### config.mk
export PLATFORM = sky130hd
export DESIGN_NAME = rst_err_ctrl
export DESIGN_NICKNAME = d
export VERILOG_FILES = /design/src/rtl/rst_err_ctrl_pkg.sv /design/src/rtl/rst_err_ctrl_sat_cnt.sv /design/src/rtl/rst_err_ctrl.sv
export SDC_FILE = /design/constraint.sdc
export NUM_CORES = 1
export LEC_CHECK = 0
export ABC_AREA = 1
export CORE_MARGIN = 3
export CORE_UTILIZATION = 25
export CTS_CLUSTER_SIZE = 20
export DETAILED_ROUTE_END_ITERATION = 12
export GPL_TIMING_DRIVEN = 0
export SYNTH_ARGS = -nofsm -noshare
export SYNTH_HDL_FRONTEND = slang
export SYNTH_SLANG_ARGS = --single-unit
### constraint.sdc
create_clock -name clk -period 2.3 [get_ports clk]
set_input_delay 0.69 -clock clk [delete_from_list [all_inputs] [get_ports clk]]
set_output_delay 0.69 -clock clk [all_outputs]
set_load 0.01 [all_outputs]
### src/rtl/rst_err_ctrl_pkg.sv
// ============================================================================
// Module  : rst_err_ctrl_pkg
// Purpose : Shared definitions for the reset/error controller: the 2-bit FSM
//           state encodings and the default timing parameters.
// Ports   : none (package)
// Rev     : 1.0  initial release
// ============================================================================
`default_nettype none

package rst_err_ctrl_pkg;

  // FSM state encodings (2 bits)
  localparam logic [1:0] ST_RST_HOLD = 2'd0;
  localparam logic [1:0] ST_RUN      = 2'd1;
  localparam logic [1:0] ST_HALT     = 2'd2;

  // Default timing parameters
  localparam int RST_CYCLES_DEF  = 4;
  localparam int ERR_PERSIST_DEF = 2;
  localparam int CYC_W_DEF       = 16;

endpackage : rst_err_ctrl_pkg

`default_nettype wire

### src/rtl/rst_err_ctrl_sat_cnt.sv
// ============================================================================
// Module  : sat_cnt
// Purpose : Parameterised-width up-counter with synchronous clear, count
//           enable and saturation at all-ones.
// Ports   : clk    - clock
//           clr_i  - synchronous clear (wins over enable)
//           en_i   - count enable
//           cnt_o  - current count
// Rev     : 1.0  initial release
// ============================================================================
`default_nettype none

module sat_cnt #(
  parameter int W = 8
) (
  input  logic         clk,
  input  logic         clr_i,
  input  logic         en_i,
  output logic [W-1:0] cnt_o
);

  logic [W-1:0] cnt_q;
  logic [W-1:0] cnt_d;

  always_comb begin
    cnt_d = cnt_q;
    if (clr_i) begin
      cnt_d = '0;
    end else if (en_i && (cnt_q != {W{1'b1}})) begin
      cnt_d = cnt_q + 1'b1;
    end
  end

  always_ff @(posedge clk) begin
    cnt_q <= cnt_d;
  end

  assign cnt_o = cnt_q;

endmodule : sat_cnt

`default_nettype wire

### src/rtl/rst_err_ctrl.sv
// ============================================================================
// Module  : rst_err_ctrl
// Purpose : Reset and error controller for the processor top level. Holds the
//           processor in reset after rst/restart, counts RUN cycles, filters
//           the processor err output and halts on a persistent error while
//           latching a sticky fault flag and the cycle of recognition.
// Ports   : clk         - clock
//           rst         - synchronous active-high reset
//           err         - processor error indication
//           restart     - single-cycle soft restart request
//           proc_rst    - reset to the processor (high in RST_HOLD and HALT)
//           running     - high in RUN
//           halted      - high in HALT
//           err_latched - sticky fault flag (cleared only by rst)
//           fault_cycle - cycle_cnt value at the final qualifying err sample
//           cycle_cnt   - saturating RUN-cycle counter
// Rev     : 1.0  initial release
// ============================================================================
`default_nettype none

module rst_err_ctrl
  import rst_err_ctrl_pkg::*;
#(
  parameter int RST_CYCLES  = RST_CYCLES_DEF,
  parameter int ERR_PERSIST = ERR_PERSIST_DEF,
  parameter int CYC_W       = CYC_W_DEF
) (
  input  logic             clk,
  input  logic             rst,
  input  logic             err,
  input  logic             restart,
  output logic             proc_rst,
  output logic             running,
  output logic             halted,
  output logic             err_latched,
  output logic [CYC_W-1:0] fault_cycle,
  output logic [CYC_W-1:0] cycle_cnt
);

  // Widths large enough to hold the terminal values of the small counters.
  localparam int HOLD_W = (RST_CYCLES  < 2) ? 1 : $clog2(RST_CYCLES + 1);
  localparam int PERS_W = (ERR_PERSIST < 2) ? 1 : $clog2(ERR_PERSIST + 1);

  logic [1:0]       state_q;
  logic [1:0]       state_d;
  logic             err_latched_q;
  logic             err_latched_d;
  logic [CYC_W-1:0] fault_cycle_q;
  logic [CYC_W-1:0] fault_cycle_d;

  logic [HOLD_W-1:0] hold_q;
  logic [PERS_W-1:0] pers_q;
  logic [CYC_W-1:0]  cyc_q;

  logic in_hold;
  logic in_run;
  logic in_halt;
  logic hold_done;
  logic restart_ok;
  logic fault;

  assign in_hold    = (state_q == ST_RST_HOLD);
  assign in_run     = (state_q == ST_RUN);
  assign in_halt    = (state_q == ST_HALT);
  assign hold_done  = in_hold && (32'(hold_q) == 32'(RST_CYCLES - 1));
  // restart is only honoured once the processor has left reset hold
  assign restart_ok = restart && (in_run || in_halt);
  // err this cycle completes the run of ERR_PERSIST consecutive samples
  assign fault      = in_run && err && ((32'(pers_q) + 32'd1) == 32'(ERR_PERSIST));

  // Hold counter: counts cycles spent in RST_HOLD, parked at 0 elsewhere.
  sat_cnt #(.W(HOLD_W)) u_hold_cnt (
    .clk   (clk),
    .clr_i (rst || !in_hold || hold_done),
    .en_i  (in_hold),
    .cnt_o (hold_q)
  );

  // Persistence counter: consecutive err samples while running.
  sat_cnt #(.W(PERS_W)) u_pers_cnt (
    .clk   (clk),
    .clr_i (rst || !in_run || !err || restart_ok),
    .en_i  (in_run && err),
    .cnt_o (pers_q)
  );

  // RUN cycle counter: frozen outside RUN, cleared by rst or restart.
  sat_cnt #(.W(CYC_W)) u_cyc_cnt (
    .clk   (clk),
    .clr_i (rst || restart_ok),
    .en_i  (in_run),
    .cnt_o (cyc_q)
  );

  always_comb begin
    state_d       = state_q;
    err_latched_d = err_latched_q;
    fault_cycle_d = fault_cycle_q;

    case (state_q)
      ST_RST_HOLD: if (hold_done) state_d = ST_RUN;
      ST_RUN: begin
        // restart has priority for the state, but a coincident fault is
        // still recorded below
        if (restart)    state_d = ST_RST_HOLD;
        else if (fault) state_d = ST_HALT;
      end
      ST_HALT: if (restart) state_d = ST_RST_HOLD;
      default: state_d = ST_RST_HOLD;
    endcase

    if (fault) begin
      err_latched_d = 1'b1;
      fault_cycle_d = cyc_q;
    end
  end

  always_ff @(posedge clk) begin
    if (rst) begin
      state_q       <= ST_RST_HOLD;
      err_latched_q <= 1'b0;
      fault_cycle_q <= '0;
    end else begin
      state_q       <= state_d;
      err_latched_q <= err_latched_d;
      fault_cycle_q <= fault_cycle_d;
    end
  end

  // All outputs decode flop state only.
  assign proc_rst    = !in_run;
  assign running     = in_run;
  assign halted      = in_halt;
  assign err_latched = err_latched_q;
  assign fault_cycle = fault_cycle_q;
  assign cycle_cnt   = cyc_q;

endmodule : rst_err_ctrl

`default_nettype wire
; ---- After elaboration in Yosys (flattened, before gate mapping)
; Cells that the tools add are included.
[op_classes]
n_addsub = 4
n_mul = 0
n_div = 0
n_lt_le_gt_ge = 0
n_eq_ne = 10
n_shift = 0
mux = 5
bitwise_logic = 0
n_reduce_logical = 19
[op_table]
columns = cell, count
row1 = 16-bit by 1-bit adder with 16-bit output (second input constant), 1
row2 = 16-bit inequality test (second input constant), 1
row3 = 2-bit 2-to-1 mux, 4
row4 = 1-bit logical AND, 7
row5 = 1-bit logical OR, 7
row6 = 3-bit by 2-bit equality test with 1-bit output (second input constant), 2
row7 = 2-bit case mux with 3 select lines, 1
row8 = 2-bit inequality test (second input constant), 2
row9 = 2-bit by 1-bit adder with 3-bit output (second input constant), 1
row10 = 3-bit by 1-bit adder with 3-bit output (second input constant), 1
row11 = 1-bit logical NOT, 3
row12 = 3-bit by 2-bit inequality test with 1-bit output (second input constant), 1
row13 = 3-bit inequality test (second input constant), 1
row14 = 3-bit AND reduction, 1
row15 = 2-bit by 1-bit adder with 2-bit output (second input constant), 1
row16 = 2-bit by 1-bit equality test with 1-bit output (second input constant), 1
row17 = 2-bit equality test (second input constant), 1
row18 = 2-bit logical NOT, 1
row19 = 2-bit by 1-bit inequality test with 1-bit output (second input constant), 1
[totals]
ff_bits = 40
latchBits = 0
ram_bits = 0
romBits = 0
inputBits = 4
out_inout_bits = 36
wordCells = 44
n_memories = 0

; ---- Depth between registers and ports, before layout
; Gate-level depths: netlist of the first run.
[logic_depth]
ltp_word = 6
ltp_mapped = 10
ltp_nobuf = 10

; ---- Hierarchy
; A second synthesis of the first run with hierarchy kept.
[hier_totals]
hier_cells = 300
hier_area_um2 = 2050.7
[by_module_without_submodules]
columns = module, instances, cells_per_inst, area_each_um2, seq_area_each_um2
row1 = sat_cnt (u_cyc_cnt), 1, 149, 929.6, 320.3
row2 = rst_err_ctrl, 1, 112, 855.8, 380.4
row3 = sat_cnt (u_hold_cnt), 1, 23, 158.9, 60.1
row4 = sat_cnt (u_pers_cnt), 1, 16, 106.4, 40.0

; ---- Worst setup path after synthesis of the first run
; Ideal clock, no wire load.
[synth_timing]
path_kind = flip-flop to flip-flop
from = register u_cyc_cnt.cnt_q[1], in the netlist u_cyc_cnt.cnt_o[1]
to = register u_cyc_cnt.cnt_q[10], in the netlist u_cyc_cnt.cnt_o[10]
setup_ns = 0.112
arrival_time_ns = 1.334
required_time_ns = 2.188
setup_slack_ns = 0.854
stages_incl_launch_ff = 10
path_buffers = 1
synth_period_minus_slack_ns = 1.446
path_cell_list = dfxtp_1 -> ha_1 -> nand2_2 -> nor2_4 -> nand2_2 -> inv_2 -> nand2_4 -> buf_6 -> a21oi_2 -> nor2_1
[synth_via]
elab_chain_len = 2
word_cells_on_any_way = 3
classes_between = add/sub (1) / eq/ne (1) / reduce/logical (1)
[synth_rtl]
columns = element, line
row1 = from (decl), rst_err_ctrl_sat_cnt.sv:22  ; logic [W-1:0] cnt_q;
row2 = from (signal assigned), rst_err_ctrl_sat_cnt.sv:35  ; cnt_q <= cnt_d;
row3 = "parallel branches: the longest is 2 deep, another holds 16-bit by 1-bit adder with 16-bit output", n/a
; Several ways; the timed one is not identified.
; A chain may end at the register's enable or synchronous reset.

; ---- Worst setup path after layout of the first run
[layout_timing]
from = register state_q[1]
to = output running
[layout_via]
elab_chain_len = 1
[layout_rtl]
columns = element, line
row1 = from (decl), rst_err_ctrl.sv:44  ; logic [1:0] state_q;
row2 = from (signal assigned), rst_err_ctrl.sv:124  ; state_q <= state_d;
row3 = 2-bit by 1-bit equality test with 1-bit output, rst_err_ctrl.sv:63  ; assign in_run = (state_q == ST_RUN);
row4 = to (decl), rst_err_ctrl.sv:33  ; output logic running,
; No other way between the ends.

==> metrics.txt, run 1 <==
# TYPE chip_impl_metric gauge
chip_impl_info{name="outcome",value="finished, final reports clean"} 1
chip_impl_metric{name="skew",unit="ns"} 0.00534
chip_impl_metric{name="cp_slowest_stage_delay",unit="ns"} 0.55
chip_impl_metric{name="cts_made_buffers",unit=""} 5
chip_impl_info{name="hold_path_end",value="fault_cycle[7]"} 1
chip_impl_metric{name="yosys_warnings",unit=""} 0
chip_impl_metric{name="post_cts_resized",unit=""} 0
chip_impl_metric{name="synth_nets",unit=""} 297
chip_impl_metric{name="post_drt_via_cell_ratio",unit=""} 4.36
chip_impl_metric{name="max_freq",unit="MHz"} 447
chip_impl_info{name="worst-setup-path-type",value="reg2out"} 1
chip_impl_metric{name="reg2reg_slack",unit="ns"} 0.69
chip_impl_metric{name="critPathMaxFanout",unit=""} 5
chip_impl_metric{name="slew-limit-headroom",unit="%"} 67.0
chip_impl_info{name="slowest_stage",value="sky130_fd_sc_hd__clkdlybuf4s50_1"} 1
chip_impl_metric{name="layout.cell_area.non_filler",unit="um^2"} 2610
chip_impl_metric{name="totalWireLength",unit="um"} 4810
chip_impl_metric{name="post-synth-top-area-fraction",unit="%"} 40.4
chip_impl_metric{name="setup_viol",unit=""} 0
chip_impl_metric{name="first_iter_violations",unit=""} 125
chip_impl_metric{name="area_delta_synth_final",unit="%"} 31.7
chip_impl_metric{name="clkLatencyLatePin",unit="ns"} 0.30
chip_impl_metric{name="tightest_slew",unit="ns"} 0.495
chip_impl_info{name="crit_path_end_kind",value="output pin"} 1
chip_impl_metric{name="die_area",unit="um^2"} 9040
chip_impl_metric{name="gpl.final_weighted_congestion",unit=""} 0.827
chip_impl_metric{name="number_of_global_route_vias_before_repair",unit=""} 1792
chip_impl_info{name="synth.top_cells.by_count",value="49 x sky130_fd_sc_hd__nand2_1, 47 x sky130_fd_sc_hd__inv_1, 40 x sky130_fd_sc_hd__dfxtp_1"} 1
chip_impl_metric{name="buffers_added_on_ports",unit=""} 39
chip_impl_metric{name="rows",unit=""} 31
chip_impl_metric{name="final_antenna_net_count",unit=""} 0
chip_impl_metric{name="grt_first_pass_wirelength",unit="um"} 8290
chip_impl_metric{name="floorplan.die.height",unit="um"} 95.1
chip_impl_metric{name="cts.htree.levels",unit=""} 2
chip_impl_metric{name="min_period_over_period",unit="%"} 97.3
chip_impl_metric{name="grt_max_degree",unit=""} 14
chip_impl_metric{name="clockBufferDepth",unit=""} 2
chip_impl_info{name="synth.most_common_cell",value="sky130_fd_sc_hd__nand2_1"} 1
chip_impl_metric{name="globalRoute.totalOverflow",unit=""} 0
chip_impl_metric{name="synth_cells",unit=""} 282
chip_impl_metric{name="period_minus_slack",unit="ns"} 2.24
chip_impl_info{name="cp-start-kind",value="flop"} 1
chip_impl_metric{name="cts.sink_count",unit=""} 40
chip_impl_metric{name="detail_route.drc_violations",unit=""} 0
chip_impl_info{name="hold_path_class",value="reg2reg"} 1
chip_impl_metric{name="ys_ff_latch",unit=""} 40
chip_impl_metric{name="seq_area_frac_synth",unit="%"} 40.4
chip_impl_metric{name="filler_cell_count",unit=""} 788
chip_impl_metric{name="ir_worst_vdd",unit="mV"} 0.269
chip_impl_info{name="crit-reg2reg-launch",value="u_cyc_cnt.cnt_o[0]"} 1
chip_impl_metric{name="cell_area_power_density",unit="nW/um^2"} 709
chip_impl_metric{name="clkTransAtPathRegs",unit="ns"} 0.08
chip_impl_metric{name="hpwlAfterDp",unit="um"} 3670
chip_impl_metric{name="core_area",unit="um^2"} 7490
chip_impl_metric{name="whs_path_depth",unit=""} 2
chip_impl_metric{name="buffers_inserted_by_post_cts_timing_repair",unit=""} 0
chip_impl_metric{name="async_reset_ff_share",unit="%"} 0
chip_impl_metric{name="die_width",unit="um"} 95.1
chip_impl_metric{name="diodes",unit=""} 0
chip_impl_metric{name="top_level_ports",unit=""} 40
chip_impl_metric{name="synthesis.area_per_instance",unit="um^2"} 7.03
chip_impl_metric{name="cts_hold_repair.buffers",unit=""} 0
chip_impl_metric{name="drv.max_cap_violation_count",unit=""} 0
chip_impl_metric{name="groute.usage.overall",unit="%"} 11.7
chip_impl_metric{name="finalSetupTns",unit="ns"} 0
chip_impl_info{name="rsz0062_at_grt",value="false"} 1
chip_impl_metric{name="cellLeakagePower",unit="nW"} 0.950
chip_impl_metric{name="netlist-cell-type-count",unit=""} 27
chip_impl_info{name="tritoncts_clock_tree",value="yes"} 1
chip_impl_metric{name="hold_ws",unit="ns"} 0.448
chip_impl_metric{name="detail_route.first_pass.iterations",unit=""} 4
chip_impl_info{name="synth_area_leader_cell",value="sky130_fd_sc_hd__dfxtp_1"} 1
chip_impl_metric{name="fin_total_pwr",unit="mW"} 1.85
chip_impl_metric{name="number_of_buffers_and_inverters_on_the_critical_path",unit=""} 2
chip_impl_metric{name="nets",unit=""} 343
chip_impl_metric{name="critPathRequiredTime",unit="ns"} 1.61
chip_impl_metric{name="critical_path_arrival",unit="ns"} 1.55
chip_impl_metric{name="timing.final.max_slew_violations",unit=""} 0
chip_impl_info{name="netlist_top_cells_area",value="sky130_fd_sc_hd__dfxtp_1 40%, sky130_fd_sc_hd__nand2_1 9.3%, sky130_fd_sc_hd__inv_1 8.9%, sky130_fd_sc_hd__a21oi_1 8.3%, sky130_fd_sc_hd__ha_1 6.9%"} 1
chip_impl_info{name="launch_instance_of_the_worst_min_delay_path",value="fault_cycle[7]"} 1
chip_impl_info{name="r2r_end",value="u_cyc_cnt.cnt_o[10]"} 1
chip_impl_metric{name="count_of_flip_flops_with_a_built_in_enable_after_synthesis",unit=""} 0
chip_impl_metric{name="cp.depth",unit=""} 3
chip_impl_metric{name="grt_antenna_before_repair",unit=""} 0
chip_impl_metric{name="report.final.hold_viol_count",unit=""} 0
chip_impl_metric{name="r2r.worst_path.cells",unit=""} 9
chip_impl_metric{name="cell_area_after_technology_mapping",unit="um^2"} 1980
chip_impl_info{name="synth-main-ff-cell",value="sky130_fd_sc_hd__dfxtp_1"} 1
chip_impl_info{name="root_buffer",value="sky130_fd_sc_hd__clkbuf_8"} 1
chip_impl_metric{name="initial_standard_cell_utilization_of_the_core",unit="%"} 26.5
chip_impl_metric{name="wl_per_cell",unit="um"} 11.2
chip_impl_metric{name="dpl_cell_area",unit="um^2"} 2500
chip_impl_info{name="critical_path.top_delay_family",value="buffers and inverters"} 1
chip_impl_info{name="worstPathCellList",value="inv_1 -> ha_2 -> clkdlybuf4s50_1"} 1
chip_impl_metric{name="route.vias.total",unit=""} 1866
chip_impl_metric{name="layout-drive-gt1-share",unit="%"} 8.51
==> layout by cell type, fill, tap and decap left out <==
master	instances
sky130_fd_sc_hd__nand3_1	17
sky130_fd_sc_hd__or2_2	2
sky130_fd_sc_hd__nor2_4	2
sky130_fd_sc_hd__a211oi_1	1
sky130_fd_sc_hd__nand3b_1	1
sky130_fd_sc_hd__nor2_1	29
sky130_fd_sc_hd__buf_6	1
sky130_fd_sc_hd__nor2_2	2
sky130_fd_sc_hd__buf_2	1
sky130_fd_sc_hd__nor3_1	3
sky130_fd_sc_hd__ha_2	1
sky130_fd_sc_hd__bufinv_16	1
sky130_fd_sc_hd__o21ai_1	1
sky130_fd_sc_hd__inv_2	3
sky130_fd_sc_hd__clkbuf_1	5
sky130_fd_sc_hd__clkbuf_2	1
sky130_fd_sc_hd__a21oi_2	1
sky130_fd_sc_hd__o21a_1	1
sky130_fd_sc_hd__inv_1	47
sky130_fd_sc_hd__and3_1	1
sky130_fd_sc_hd__a21oi_1	33
sky130_fd_sc_hd__dfxtp_1	40
sky130_fd_sc_hd__nand2_2	5
sky130_fd_sc_hd__clkinv_2	1
sky130_fd_sc_hd__xor2_1	1
sky130_fd_sc_hd__nand2_4	1
sky130_fd_sc_hd__clkbuf_8	5
sky130_fd_sc_hd__clkinvlp_4	1
sky130_fd_sc_hd__nand2_1	49
sky130_fd_sc_hd__o21ai_0	22
sky130_fd_sc_hd__clkdlybuf4s50_1	39
sky130_fd_sc_hd__ha_1	10
sky130_fd_sc_hd__o211ai_1	1
==> report_power, final <==
part	switching (mW)	total, mW	internal (mW)
combinational	0.296	0.491	0.195
sequential	0.0389	0.779	0.740
clock	0.260	0.582	0.321
==> kinds of logic after synthesis <==
family	Yosys count	share of synthesized area (%)
xor gates and xnor gates	1	0.442
and+or+nand+nor	112	25.0
adders and majority gates	11	6.94
AOI/OAI and AO/OA	60	15.7
DFF	40	40.4
buffers and inverters	58	11.5
==> worst max path at each step <==
stage	start	to	slack (ns)
CTS	state_q[1]	running	0.02
finish	state_q[1]	running	0.06
global placement	rst	state_q[0]	0.17
floorplan	u_cyc_cnt.cnt_o[1]	u_cyc_cnt.cnt_o[10]	0.85
global route	state_q[1]	proc_rst	0.01
detailed placement	rst	state_q[0]	0.15
==> layer usage <==
metal  vias up  wire (um)  GRT usage [%]
met3        12        192           2.92
met2        37       2130           18.7
met5         -          0              0
met1       840       2360           14.6
met4         0        131           6.01
li1        977          -              -
==> cell type report <==
cell class | instances | area, um^2 | share of cell area, %
repair buffers | 39 | 390 | 14.9
plain buffers | 8 | 40.0 | 1.53
clock inverters | 3 | 42.5 | 1.63
flip-flops and latches | 40 | 801 | 30.7
inverters | 50 | 188 | 7.19
clock buffers | 5 | 68.8 | 2.64
well taps | 99 | 124 | 4.74
multi-input cells | 184 | 957 | 36.7
==> worst register-to-register path, stage by stage (launching register included) <==
cell and delay, ns:
sky130_fd_sc_hd__dfxtp_1 0.46, sky130_fd_sc_hd__ha_1 0.23, sky130_fd_sc_hd__nand2_2 0.08, sky130_fd_sc_hd__nor2_4 0.13
sky130_fd_sc_hd__nand2_2 0.10, sky130_fd_sc_hd__inv_2 0.09, sky130_fd_sc_hd__nand2_4 0.10, sky130_fd_sc_hd__buf_6 0.16
sky130_fd_sc_hd__a21oi_2 0.13, sky130_fd_sc_hd__nor2_1 0.05
==> stage by stage <==
step / worst slack (ns) / std cells / utilization [%]
after floorplan: 0.854 / 282 / -
after global placement: 0.174 / 420 / 33.4
after detailed placement: 0.152 / 420 / 33.4
after CTS: 0.0216 / 428 / 34.8
after global routing: 0.0101 / 428 / 34.9
final: 0.0627 / 428 / 34.9
==> state kept, by name, summed over array words and instances, names as in the netlist <==
| name | cells |
|---|---|
| err_latched | 1 |
| u_cyc_cnt.cnt_o | 16 |
| state_q | 2 |
| u_hold_cnt.cnt_o | 3 |
| fault_cycle | 16 |
| u_pers_cnt.cnt_o | 2 |
(Power assumes the default switching activity.)
==> run 2, diff against run 1 <==
- CORE_MARGIN: 3 -> 1
- clock period: 2.3 -> 2 ns (I/O delays scaled with it)
==> run 2 against run 1 <==
Net effect: clock skew increased by 0.0033 ns; setup slack worse by 0.024 ns; non-clock buffer count stayed put; cell count is 0.70% higher; first-iteration DRC count shrank 14%; clock power is 3% lower; register-to-register slack got worse by 0.32 ns; hold slack worse by 0.0015 ns; critical path depth down 2.
==> metrics.txt, run 2 (synthesized netlist as in run 1, its figures left out) <==
# TYPE chip_impl_metric gauge
chip_impl_info{name="hold_path_class",value="reg2reg"} 1
chip_impl_metric{name="rows",unit=""} 32
chip_impl_metric{name="globalRoute.totalOverflow",unit=""} 0
chip_impl_metric{name="dpl_cell_area",unit="um^2"} 2500
chip_impl_info{name="cp-start-kind",value="flop"} 1
chip_impl_info{name="mostFrequentLayoutCells",value="49 x sky130_fd_sc_hd__nand2_1, 46 x sky130_fd_sc_hd__inv_1, 38 x sky130_fd_sc_hd__dfxtp_1"} 1
chip_impl_metric{name="preCtsSetupSlack",unit="ns"} -0.0670
chip_impl_info{name="critical_path.top_delay_family",value="buffers and inverters"} 1
chip_impl_metric{name="critPathRequiredTime",unit="ns"} 1.40
chip_impl_info{name="outcome",value="finished, final reports clean"} 1
chip_impl_metric{name="buffers_added_on_ports",unit=""} 39
chip_impl_metric{name="grt_first_pass_wirelength",unit="um"} 7980
chip_impl_info{name="crit_path_end_kind",value="output pin"} 1
chip_impl_metric{name="final.setup.worst_slack",unit="ns"} 0.0389
chip_impl_metric{name="grt_max_degree",unit=""} 13
chip_impl_metric{name="cts_made_buffers",unit=""} 5
chip_impl_info{name="tritoncts_clock_tree",value="yes"} 1
chip_impl_metric{name="diodes",unit=""} 0
chip_impl_metric{name="nets",unit=""} 343
chip_impl_metric{name="filler_cell_count",unit=""} 842
chip_impl_metric{name="cts.sink_count",unit=""} 40
chip_impl_info{name="layout_commonest_cell",value="sky130_fd_sc_hd__nand2_1"} 1
chip_impl_metric{name="finalSetupTns",unit="ns"} 0
chip_impl_metric{name="ir_worst_vdd",unit="mV"} 0.284
chip_impl_metric{name="final_antenna_net_count",unit=""} 0
chip_impl_metric{name="tightest_slew",unit="ns"} 0.507
chip_impl_metric{name="top_level_ports",unit=""} 40
chip_impl_info{name="worst-setup-path-type",value="reg2out"} 1
chip_impl_metric{name="cellLeakagePower",unit="nW"} 0.956
chip_impl_metric{name="drv.max_cap_violation_count",unit=""} 0
chip_impl_metric{name="clkTransAtPathRegs",unit="ns"} 0.08
chip_impl_metric{name="period_minus_slack",unit="ns"} 1.96
chip_impl_metric{name="critical_path_arrival",unit="ns"} 1.36
chip_impl_metric{name="cell_area_power_density",unit="nW/um^2"} 779
chip_impl_metric{name="area_delta_synth_final",unit="%"} 31.4
chip_impl_metric{name="max_freq",unit="MHz"} 510
chip_impl_metric{name="first_iter_violations",unit=""} 107
chip_impl_metric{name="cp_slowest_stage_delay",unit="ns"} 0.59
chip_impl_info{name="worstPathCellList",value="clkdlybuf4s50_1"} 1
chip_impl_metric{name="critPathMaxFanout",unit=""} 6
chip_impl_metric{name="grt_antenna_before_repair",unit=""} 0
chip_impl_metric{name="hold_ws",unit="ns"} 0.446
chip_impl_metric{name="number_of_global_route_vias_before_repair",unit=""} 1649
chip_impl_metric{name="gpl.final_weighted_congestion",unit=""} 0.778
chip_impl_metric{name="totalWireLength",unit="um"} 4710
chip_impl_metric{name="detail_route.first_pass.iterations",unit=""} 4
chip_impl_metric{name="cts.htree.levels",unit=""} 2
chip_impl_metric{name="post_drt_via_cell_ratio",unit=""} 4.22
chip_impl_metric{name="report.final.hold_viol_count",unit=""} 0
chip_impl_info{name="slowest_stage",value="sky130_fd_sc_hd__clkdlybuf4s50_1"} 1
chip_impl_metric{name="initial_standard_cell_utilization_of_the_core",unit="%"} 25.8
chip_impl_metric{name="clkLatencyLatePin",unit="ns"} 0.30
chip_impl_metric{name="clockBufferDepth",unit=""} 2
chip_impl_metric{name="timing.final.max_slew_violations",unit=""} 0
chip_impl_metric{name="hpwlAfterDp",unit="um"} 3590
chip_impl_metric{name="layout-drive-gt1-share",unit="%"} 9.42
chip_impl_metric{name="min_period_over_period",unit="%"} 98.1
chip_impl_metric{name="die_area",unit="um^2"} 8290
chip_impl_metric{name="groute.usage.overall",unit="%"} 11.9
chip_impl_metric{name="floorplan.die.height",unit="um"} 91.1
chip_impl_metric{name="die_width",unit="um"} 91.1
chip_impl_metric{name="detail_route.drc_violations",unit=""} 0
chip_impl_metric{name="final_core_util",unit="%"} 33.9
chip_impl_metric{name="setup_viol",unit=""} 0
chip_impl_metric{name="layout.cell_area.non_filler",unit="um^2"} 2610
chip_impl_metric{name="route.vias.total",unit=""} 1820
chip_impl_info{name="root_buffer",value="sky130_fd_sc_hd__clkbuf_8"} 1
chip_impl_metric{name="core_area",unit="um^2"} 7690
chip_impl_metric{name="skew",unit="ns"} 0.00860
chip_impl_metric{name="number_of_buffers_and_inverters_on_the_critical_path",unit=""} 1
chip_impl_info{name="rsz0062_at_grt",value="false"} 1
chip_impl_metric{name="slew-limit-headroom",unit="%"} 66.2
chip_impl_metric{name="wl_per_cell",unit="um"} 10.9
-- run 2: changes by cell type in the layout (fill, tap and decap cells not counted), moves of 2 or more --
cell                              delta
sky130_fd_sc_hd__clkdlybuf4s50_1     -3
sky130_fd_sc_hd__dfxtp_1             -2
sky130_fd_sc_hd__dfxtp_2             +2
sky130_fd_sc_hd__dlygate4sd2_1       +3
-- run 2: path summary, 6_finish.rpt --
path,endpoint,slack [ns],start,cells past startpoint
hold reg to reg,fault_cycle[1],0.45,fault_cycle[1],2
setup / recovery,cycle_cnt[2],0.04,u_cyc_cnt.cnt_o[2],1
hold / removal,fault_cycle[1],0.45,fault_cycle[1],2
setup reg to reg,fault_cycle[12],0.37,state_q[1],6
-- run 2: cell type report --
class                           instances  area [um^2]  area share [%]
Clock inverter                          2         10.0           0.384
Clock buffer                            6         82.6            3.17
Multi-Input combinational cell        184          967            37.1
Inverter                               50          188            7.20
Tap cell                              102          128            4.90
Buffer                                  8         40.0            1.54
Sequential cell                        40          803            30.8
Timing Repair Buffer                   39          387            14.8
-- run 2: per-layer routing --
layer  global-route usage, %  wire [um]
met4                    3.97         64
met1                    15.8       2320
met5                       0          0
met2                    18.6       2120
met3                    3.10        214
-- run 2: timing repair --
item / CTS / global route
hold buffers: 0 / 0
setup endpoints to repair: 3 / 2
cloned: 0 / 0
gates resized for setup: 6 / 2
setup buffers: 0 / 0
-- run 2: where the power goes --
group / switching, mW / internal (mW)
sequential: 0.0531 / 0.854
clock: 0.287 / 0.275
combinational: 0.348 / 0.213
-- run 2: per-stage QoR --
step / std cells / total power, mW
final: 431 / 2.03
after global routing: 431 / 2.17
after CTS: 431 / 2.05
after detailed placement: 423 / 1.48
after global placement: 423 / 1.46
after floorplan: 282 / 1.29
==> run 3, diff against run 2 <==
- PLACE_DENSITY: not set -> 0.56
==> run 3 against run 2 <==
Net effect: total power grew 17%; die area is the same; largest cell class unchanged; sequential cell count is the same; global-route usage shrank 0.18 points; highest routed layer unchanged; combinational power shrank 0.7%; non-clock buffer count is the same; first-iteration DRC count shrank 28%; critical path type unchanged; count of clock-buffer cells in the layout shrank 1; setup slack gained 0.024 ns.
==> metrics.txt, run 3 (synthesized netlist as in run 1, its figures left out) <==
# TYPE chip_impl_metric gauge
chip_impl_metric{name="hpwlAfterDp",unit="um"} 3590
chip_impl_metric{name="multi_input_comb_area",unit="um^2"} 967
chip_impl_metric{name="grt_max_degree",unit=""} 14
chip_impl_metric{name="cts_hold_repair.buffers",unit=""} 0
chip_impl_metric{name="top_level_ports",unit=""} 40
chip_impl_info{name="rsz0062_at_grt",value="false"} 1
chip_impl_info{name="root_buffer",value="sky130_fd_sc_hd__clkbuf_8"} 1
chip_impl_info{name="outcome",value="finished, final reports clean"} 1
chip_impl_info{name="tritoncts_clock_tree",value="yes"} 1
chip_impl_info{name="slowest_stage",value="sky130_fd_sc_hd__clkdlybuf4s50_1"} 1
chip_impl_metric{name="pwr-share-comb",unit="%"} 23.4
chip_impl_metric{name="power.internal",unit="mW"} 1.69
chip_impl_info{name="worstPathCellList",value="clkdlybuf4s50_1"} 1
chip_impl_metric{name="area_delta_synth_final",unit="%"} 34.8
chip_impl_metric{name="layout.cell_area.non_filler",unit="um^2"} 2670
chip_impl_metric{name="core_area",unit="um^2"} 7690
chip_impl_metric{name="max_freq",unit="MHz"} 516
chip_impl_info{name="layout_commonest_cell",value="sky130_fd_sc_hd__nand2_1"} 1
chip_impl_metric{name="critPathMaxFanout",unit=""} 6
chip_impl_metric{name="cts.htree.levels",unit=""} 2
chip_impl_metric{name="cp_slowest_stage_delay",unit="ns"} 0.59
chip_impl_metric{name="grt_first_pass_wirelength",unit="um"} 7760
chip_impl_metric{name="seq_power_share",unit="%"} 38.1
chip_impl_metric{name="ir_worst_vdd",unit="mV"} 0.330
chip_impl_metric{name="drv.max_cap_violation_count",unit=""} 0
chip_impl_info{name="worst-setup-path-type",value="reg2out"} 1
chip_impl_metric{name="wl_per_cell",unit="um"} 10.8
chip_impl_metric{name="tightest_slew",unit="ns"} 0.509
chip_impl_metric{name="post_drt_via_cell_ratio",unit=""} 4.21
chip_impl_metric{name="dpl_cell_area",unit="um^2"} 2500
chip_impl_metric{name="die_area",unit="um^2"} 8290
chip_impl_metric{name="timing.final.max_slew_violations",unit=""} 0
chip_impl_metric{name="rows",unit=""} 32
chip_impl_info{name="crit_path_end_kind",value="output pin"} 1
chip_impl_metric{name="preCtsSetupSlack",unit="ns"} -0.116
chip_impl_metric{name="final_core_util",unit="%"} 34.8
chip_impl_metric{name="critPathRequiredTime",unit="ns"} 1.40
chip_impl_metric{name="clkLatencyLatePin",unit="ns"} 0.29
chip_impl_info{name="hold_path_class",value="reg2reg"} 1
chip_impl_info{name="mostFrequentLayoutCells",value="49 x sky130_fd_sc_hd__nand2_1, 46 x sky130_fd_sc_hd__inv_1, 36 x sky130_fd_sc_hd__dfxtp_1, 36 x sky130_fd_sc_hd__clkdlybuf4s50_1, 33 x sky130_fd_sc_hd__a21oi_1"} 1
chip_impl_metric{name="switching_share",unit="%"} 28.9
chip_impl_metric{name="number_of_buffers_and_inverters_on_the_critical_path",unit=""} 1
chip_impl_metric{name="cts.sink_count",unit=""} 40
chip_impl_metric{name="finalSetupTns",unit="ns"} 0
chip_impl_metric{name="detail_route.drc_violations",unit=""} 0
chip_impl_metric{name="skew",unit="ns"} 0.00378
chip_impl_metric{name="globalRoute.totalOverflow",unit=""} 0
chip_impl_metric{name="placedCellCount",unit=""} 423
chip_impl_metric{name="power.share.clock",unit="%"} 38.5
chip_impl_metric{name="diodes",unit=""} 0
chip_impl_metric{name="die_width",unit="um"} 91.1
chip_impl_metric{name="buffers_added_on_ports",unit=""} 39
chip_impl_metric{name="buffers_inserted_by_post_cts_timing_repair",unit=""} 0
chip_impl_metric{name="clkTransAtPathRegs",unit="ns"} 0.08
chip_impl_metric{name="first_iter_violations",unit=""} 77
chip_impl_info{name="cp-start-kind",value="flop"} 1
chip_impl_metric{name="slew-limit-headroom",unit="%"} 66.1
chip_impl_metric{name="period_minus_slack",unit="ns"} 1.94
chip_impl_metric{name="switchingPower",unit="mW"} 0.689
chip_impl_metric{name="cellLeakagePower",unit="nW"} 0.984
chip_impl_metric{name="nets",unit=""} 343
chip_impl_metric{name="floorplan.die.height",unit="um"} 91.1
chip_impl_metric{name="layout-drive-gt1-share",unit="%"} 10.0
chip_impl_metric{name="detail_route.first_pass.iterations",unit=""} 8
chip_impl_metric{name="gpl.final_weighted_congestion",unit=""} 0.781
chip_impl_metric{name="cts_made_buffers",unit=""} 5
chip_impl_metric{name="grt_antenna_before_repair",unit=""} 0
chip_impl_metric{name="totalWireLength",unit="um"} 4670
chip_impl_metric{name="final.setup.worst_slack",unit="ns"} 0.0632
chip_impl_metric{name="report.final.hold_viol_count",unit=""} 0
chip_impl_metric{name="number_of_global_route_vias_before_repair",unit=""} 1641
chip_impl_metric{name="critical_path_arrival",unit="ns"} 1.34
chip_impl_metric{name="layoutNonFillerInstCount",unit=""} 431
chip_impl_metric{name="layout.area.seq",unit="um^2"} 806
chip_impl_metric{name="initial_standard_cell_utilization_of_the_core",unit="%"} 25.8
chip_impl_metric{name="groute.usage.overall",unit="%"} 11.7
chip_impl_info{name="critical_path.top_delay_family",value="buffers and inverters"} 1
chip_impl_metric{name="route.vias.total",unit=""} 1815
chip_impl_metric{name="setup_viol",unit=""} 0
chip_impl_metric{name="filler_cell_count",unit=""} 860
chip_impl_metric{name="min_period_over_period",unit="%"} 96.8
chip_impl_metric{name="clockBufferDepth",unit=""} 2
chip_impl_metric{name="cell_area_power_density",unit="nW/um^2"} 891
chip_impl_metric{name="final_antenna_net_count",unit=""} 0
[run 3: final timing paths]
kind	startpoint	end	slack, ns	depth (start not counted)
max	u_cyc_cnt.cnt_o[8]	cycle_cnt[8]	0.06	1
min	fault_cycle[3]	fault_cycle[3]	0.44	2
max reg2reg	state_q[1]	fault_cycle[12]	0.38	6
min reg2reg	fault_cycle[3]	fault_cycle[3]	0.44	2
[run 3: layout make-up]
type                    instances  share of cell area [%]
clock inverters                 3                    3.37
multi-input cells             184                    36.2
inverters                      50                    7.02
plain buffers                   8                    1.50
repair buffers                 39                    14.5
flip-flops and latches         40                    30.1
clock buffers                   5                    2.57
well taps                     102                    4.77
[run 3: layer usage]
layer	track usage (%)	wire [um]	part of all wire [%]
met5	0	0	0
met4	4.37	33	0.71
met3	2.26	110	2.4
met2	19.4	2100	45
met1	15.1	2420	52
[run 3: repair_timing]
| item | in CTS | in global routing |
|---|---|---|
| hold endpoints to repair | 0 | 0 |
| setup endpoints to repair | 3 | 2 |
| gates resized for setup | 8 | 2 |
[run 3: worst min-delay path, stage by stage (launching register included)]
cell	delay, ns
sky130_fd_sc_hd__dfxtp_1	0.31
sky130_fd_sc_hd__inv_1	0.04
sky130_fd_sc_hd__a21oi_1	0.05
[run 3: per-stage QoR]
step	hold WS, ns	power [mW]
2_1_floorplan	0.453	1.29
3_3_place_gp	0.432	1.47
3_5_place_dp	0.437	1.48
4_1_cts	0.450	2.42
5_1_grt	0.459	2.53
6_report	0.445	2.38
[run 3: power by group through the flow]
| stage | combinational [mW] | clock [mW] | sequential [mW] |
|---|---|---|---|
| floorplan | 0.383 | 0 | 0.908 |
| global placement | 0.554 | 0 | 0.912 |
| detailed placement | 0.568 | 0 | 0.915 |
| CTS | 0.565 | 0.944 | 0.908 |
| global route | 0.634 | 0.977 | 0.918 |
| finish | 0.557 | 0.918 | 0.907 |
